[src/rtl/inbuf_offset_cal.sv]
// -----------------------------------------------------------------------------
// inbuf_offset_cal
//
// Calibrates the input offset of a bank of input buffers, one lane at a time.
// For each lane the 4-bit trim code is swept from most negative to most
// positive. At each code the buffer output is held for SETTLE cycles and then
// sampled for SAMPLES cycles. The first code whose majority of samples is high
// is latched. When every lane is done, the calibrated codes stay applied and
// all buffers return to normal (pad) mode.
//
// Ports
//   clk      in   single clock, rising edge
//   rst      in   asynchronous reset, active high
//   start    in   one-cycle request to run calibration (ignored while busy)
//   inbuf_o  in   [NLANES]   buffer outputs, asynchronous to clk
//   osc      out  [4*NLANES] trim code per lane; lane i uses [4i+3:4i]
//                 bit 3 = sign (1 = positive), bits 2:0 = magnitude
//   osc_en   out  [NLANES]   calibration-mode enable, at most one bit high
//   busy     out  calibration in progress
//   done     out  one-cycle pulse at the end of a run
//   err      out  [NLANES]   per-lane failure (stuck high or stuck low)
// -----------------------------------------------------------------------------
//
// state    | meaning
// ---------+----------------------------------------------------------------
// S_IDLE   | waiting for start
// S_APPLY  | trim code k driven on the current lane, waiting SETTLE cycles
// S_SAMPLE | accumulating synchronized buffer output for SAMPLES cycles
// S_DECIDE | majority vote; trip, advance k, or flag the lane as failed
// S_NEXT   | lane finished, calibration enable dropped, pick next lane
// S_DONE   | one-cycle completion pulse

module inbuf_offset_cal #(
  parameter int NLANES  = 8,
  parameter int SETTLE  = 16,
  parameter int SAMPLES = 16
) (
  input  logic                  clk,
  input  logic                  rst,
  input  logic                  start,
  input  logic [NLANES-1:0]     inbuf_o,
  output logic [4*NLANES-1:0]   osc,
  output logic [NLANES-1:0]     osc_en,
  output logic                  busy,
  output logic                  done,
  output logic [NLANES-1:0]     err
);

  localparam int LW   = (NLANES > 1) ? $clog2(NLANES) : 1;
  localparam int OW   = $clog2(SAMPLES) + 1;
  localparam int TMAX = (SETTLE > SAMPLES) ? SETTLE : SAMPLES;
  localparam int TW   = (TMAX > 2) ? $clog2(TMAX) : 1;

  localparam logic [TW-1:0] T_SETTLE = TW'(SETTLE - 1);
  localparam logic [TW-1:0] T_SAMPLE = TW'(SAMPLES - 1);
  localparam logic [OW-1:0] HALF     = OW'(SAMPLES / 2);
  localparam logic [LW-1:0] LAST     = LW'(NLANES - 1);
  localparam logic [3:0]    K_LAST   = 4'd14;

  typedef enum logic [2:0] {
    S_IDLE,
    S_APPLY,
    S_SAMPLE,
    S_DECIDE,
    S_NEXT,
    S_DONE
  } state_t;

  state_t            state;
  logic [LW-1:0]     lane;
  logic [3:0]        k;
  logic [TW-1:0]     timer;
  logic [OW-1:0]     ones;
  logic [NLANES-1:0] sync1;
  logic [NLANES-1:0] sync2;

  logic              high;
  logic              enter_apply;
  logic [LW-1:0]     apply_lane;
  logic [3:0]        apply_k;
  logic [3:0]        apply_code;

  // Code index k = 0..14 is the signed value k-7 in sign-magnitude form.
  // Negative values carry a 0 sign bit, zero and positive values a 1.
  function automatic logic [3:0] enc(input logic [3:0] kk);
    logic [3:0] d;
    if (kk < 4'd7) begin
      d = 4'd7 - kk;
      return {1'b0, d[2:0]};
    end
    d = kk - 4'd7;
    return {1'b1, d[2:0]};
  endfunction

  // Two-flop synchronizer on every buffer output.
  always_ff @(posedge clk or posedge rst) begin
    if (rst) begin
      sync1 <= '0;
      sync2 <= '0;
    end else begin
      sync1 <= inbuf_o;
      sync2 <= sync1;
    end
  end

  // Every path into S_APPLY goes through one place so that the trim code and
  // enable outputs are only ever loaded together.
  always_comb begin
    high        = (ones > HALF);
    enter_apply = 1'b0;
    apply_lane  = lane;
    apply_k     = k;
    case (state)
      S_IDLE: begin
        enter_apply = start;
        apply_lane  = '0;
        apply_k     = '0;
      end
      S_DECIDE: begin
        // An exact tie is not a majority, so the sweep continues.
        enter_apply = !high && (k != K_LAST);
        apply_k     = k + 4'd1;
      end
      S_NEXT: begin
        enter_apply = (lane != LAST);
        apply_lane  = lane + 1'b1;
        apply_k     = '0;
      end
      default: ;
    endcase
  end

  assign apply_code = enc(apply_k);

  always_ff @(posedge clk or posedge rst) begin
    if (rst) begin
      state  <= S_IDLE;
      lane   <= '0;
      k      <= '0;
      timer  <= '0;
      ones   <= '0;
      osc    <= {NLANES{4'b1000}};
      osc_en <= '0;
      busy   <= 1'b0;
      done   <= 1'b0;
      err    <= '0;
    end else begin
      done <= 1'b0;

      if (enter_apply) begin
        // Only the lane under calibration gets a new code; the others keep
        // whatever they held, calibrated or not.
        for (int i = 0; i < NLANES; i++) begin
          osc_en[i] <= (LW'(i) == apply_lane);
          if (LW'(i) == apply_lane) begin
            osc[4*i +: 4] <= apply_code;
          end
        end
        lane  <= apply_lane;
        k     <= apply_k;
        timer <= T_SETTLE;
        ones  <= '0;
      end

      case (state)
        S_IDLE: begin
          if (start) begin
            err   <= '0;
            busy  <= 1'b1;
            state <= S_APPLY;
          end
        end

        S_APPLY: begin
          if (timer == '0) begin
            timer <= T_SAMPLE;
            state <= S_SAMPLE;
          end else begin
            timer <= timer - 1'b1;
          end
        end

        S_SAMPLE: begin
          ones <= ones + {{(OW-1){1'b0}}, sync2[lane]};
          if (timer == '0) begin
            state <= S_DECIDE;
          end else begin
            timer <= timer - 1'b1;
          end
        end

        S_DECIDE: begin
          if (enter_apply) begin
            state <= S_APPLY;
          end else begin
            // Reaching here means either a trip or the end of the sweep.
            // A trip at the very first code means the buffer never read low;
            // no trip at the last code means it never read high. In both
            // cases the code already applied is the one that is kept.
            osc_en <= '0;
            state  <= S_NEXT;
            if (!high || (k == '0)) begin
              err[lane] <= 1'b1;
            end
          end
        end

        S_NEXT: begin
          if (enter_apply) begin
            state <= S_APPLY;
          end else begin
            busy  <= 1'b0;
            done  <= 1'b1;
            state <= S_DONE;
          end
        end

        S_DONE: begin
          state <= S_IDLE;
        end

        default: begin
          state <= S_IDLE;
        end
      endcase
    end
  end

endmodule

[config.mk]
export PLATFORM = sky130hd
export DESIGN_NAME = inbuf_offset_cal
export DESIGN_NICKNAME = d
export VERILOG_FILES = /design/src/rtl/inbuf_offset_cal.sv
export SDC_FILE = /design/constraint.sdc
export NUM_CORES = 1
export LEC_CHECK = 0
export ABC_AREA = 1
export CAP_MARGIN = 10
export CORE_UTILIZATION = 49
export DETAILED_ROUTE_END_ITERATION = 10
export HOLD_SLACK_MARGIN = 0.06
export PLACE_DENSITY_LB_ADDON = 0.2
export SLEW_MARGIN = 10
export SYNTH_ARGS = -nofsm -noshare
export SYNTH_HDL_FRONTEND = slang
export SYNTH_SLANG_ARGS = --single-unit
export TNS_END_PERCENT = 1
[constraint.sdc]
create_clock -name clk -period 3.2 [get_ports clk]
set_clock_uncertainty 0.2 [all_clocks]
set_input_delay 0.8 -clock clk [delete_from_list [all_inputs] [get_ports clk]]
set_output_delay 0.8 -clock clk [all_outputs]
set_load 0.03 [all_outputs]
==> metrics.cfg <==
[synth]
ys_top_cells_by_count=138 x nand2_1, 77 x dfrtp_1, 40 x o21ai_0, 39 x nand3_1, 37 x inv_1
synth_area_sq_um=3960
synthFlopType=dfrtp_1
synth_warnings=0
ys_types=36
synth_async_sr_flop_share_pct=100
syn_inst=443
synth_edf_count=0
avgSynthCellArea_sq_um=8.94
ys_ff_latch=85
synth_fp_nets=463
seq_area_frac_synth_pct=53.9
netlist_top_cells_area=dfrtp_1 49%, nand2_1 13%, dfstp_2 5.3%
yosys.area.top_type=dfrtp_1
synth.most_common_cell=nand2_1
yosysTopAreaCellShare_pct=48.6

[global_route]
grt_max_degree=86
grt_first_pass_wirelength_mm=14.4
antenna_found_initial=0
grt_pass1_vias=3104
grt-ovfl-total=0
grt_util_all_layers_pct=21.9

[sta]
grt_setup_unrepaired=no
finalHoldViolCount=0
layout_min_cycle_time_ps=2570
max_slew.worst_pin.slew_ps=510
setup_viol=0
slew_violations=0
slew_headroom_pct=65.9
fmax_mhz=389
fin_crit_sh_pct=80.4
finalWorstSetupSlack_ps=626
finalSetupTns_ps=0

[floorplanning]
rows=32
die-area_sq_um=8450
ios=61
dieHeight_um=91.9
die_w_um=91.9
core_sq_um=7770
start_util_pct=51.0

[pwr]
max-vdd-ir-drop_mv=0.380
power_leakage_nw=2.32
p_per_area_nw_per_um2=827

[cts]
root_buffer=clkbuf_8
hold_buffers=0
cts_resized=0
clk_pin_slew_ps=90
h-tree-depth=3
cts_sinks=85
post_cts_buffers=0
clk_path_buf_depth=2
numCtsBuffers=9
cts_tree=built
clk-insertion-delay-late_ps=360

[drt]
firstDrtPassIters=4
wl_per_cell_um=13.5
drt-initial-drc-count=206
ant_nets=0
num_vias=3101
wl_mm=8.31
drt-vias-per-instance=5.04
drc=0

[setup_path]
reg2reg_depth=12
critPathBufInv=1
reg2reg_from=lane[0]
end_kind=output port
r2r_end=ones[2]
cp_top_family=buffers and inverters
crit_path_start_kind=flip-flop
slowest_delay_ps=670
critical_path_arrival_ps=1570
crit_path_max_fanout=2
critPathSlowestCell=clkdlybuf4s50_1
cp_cell_sequence=clkdlybuf4s50_1
path_class=reg2out
rrSetupSlack_ps=790
required_ps=2200

[final_layout]
antennaDiodeCount=0
drive_above_1_share_pct=12.1
final_nets=528
area_growth_pct=23.3

[place]
io_buffers=60
dp_hpwl_mm=5.65
gp_congestion=0.780
pre_cts_ws_ps=516

[run]
maxCapViolations=0

[status]
run_status=complete, no violations

[worst_hold_path]
whs_path_depth=0
hold_start=sync1[4]
min_to=sync2[4]
hold_class=reg2reg

[placed cells by master, fill, tap and decap left out, types with 2 or more instances in the layout]
| master | n |
|---|---|
| nand2_1 | 138 |
| a21oi_1 | 3 |
| nand2_2 | 5 |
| clkbuf_8 | 10 |
| clkinvlp_4 | 2 |
| ha_1 | 9 |
| dfstp_2 | 8 |
| inv_2 | 2 |
| clkdlybuf4s50_1 | 60 |
| inv_1 | 36 |
| dfrtp_1 | 77 |
| nor2_1 | 22 |
| bufinv_16 | 2 |
| or2_2 | 2 |
| o22ai_1 | 2 |
| o21ai_1 | 14 |
| nor2_2 | 3 |
| a31oi_1 | 2 |
| inv_6 | 2 |
| nand4_1 | 2 |
| inv_4 | 2 |
| nand2_4 | 4 |
| nand3_4 | 5 |
| buf_4 | 2 |
| nor2_4 | 3 |
| o21ai_0 | 40 |
| nand3_1 | 39 |
| nand3_2 | 5 |
[metal layers]
layer / track usage [%] / share of wire [%] / up-vias
li1: - / - / 1560
met3: 4.56 / 4.1 / 12
met1: 29.5 / 47 / 1474
met5: 0 / 0 / -
met4: 9.11 / 1.8 / 0
met2: 34.5 / 47 / 55
[where the power goes]
part	switching [mW]	internal, mW
Sequential	0.178	1.28
Combinational	1.15	0.570
Clock	0.401	0.466
[state kept, by name, indices dropped and copies added (netlist names)]
register,count
lane,3
osc_en,8
err,8
timer,4
ones,5
done,1
busy,1
sync1,8
state,3
osc,32
k,4
sync2,8
[cell type report]
| class | count | area, sq um |
|---|---|---|
| clock buffers | 10 | 138 |
| clock inverters | 6 | 92.6 |
| fillers | 680 | 2880 |
| inverters | 42 | 164 |
| multi-input cells | 307 | 1590 |
| flip-flops and latches | 85 | 2140 |
| well taps | 102 | 128 |
| repair buffers | 63 | 636 |
[metrics by stage]
| stage | total power, mW | std cells | utilization [%] | hold slack [ps] | cell area (sq um) |
|---|---|---|---|---|---|
| 3_3_place_gp | 3.16 | 599 | 59.9 | 134 | 4650 |
| 3_5_place_dp | 3.20 | 599 | 59.9 | 135 | 4650 |
| 2_1_floorplan | 2.75 | 443 | - | 131 | 3960 |
| 5_1_grt | 4.33 | 615 | 62.9 | 158 | 4880 |
| 4_1_cts | 4.07 | 615 | 62.9 | 155 | 4880 |
| 6_report | 4.04 | 615 | 62.9 | 155 | 4880 |
[logic make-up (layout without fill, tap and decap cells)]
logic type | Yosys count | count (layout) | share of synthesized area (%)
fa+ha+maj | 9 | 9 | 2.84
xor+xnor | 2 | 2 | 0.442
compound gates | 66 | 66 | 9.07
buf+inv | 51 | 121 | 5.94
flops | 85 | 85 | 53.9
simple gates | 230 | 230 | 27.8
[how the worst max path moves through the flow]
| stage | start | end | slack, ps | cells after the start |
|---|---|---|---|---|
| floorplan | rst | busy | 20 | 1 |
| global placement | start | osc[13] | 590 | 9 |
| detailed placement | start | osc[14] | 520 | 9 |
| CTS | osc[3] | osc[3] | 620 | 1 |
| global route | state[2] | osc[9] | 590 | 9 |
| finish | osc[15] | osc[15] | 630 | 1 |
Note: power is estimated with default switching activity, not from simulation.
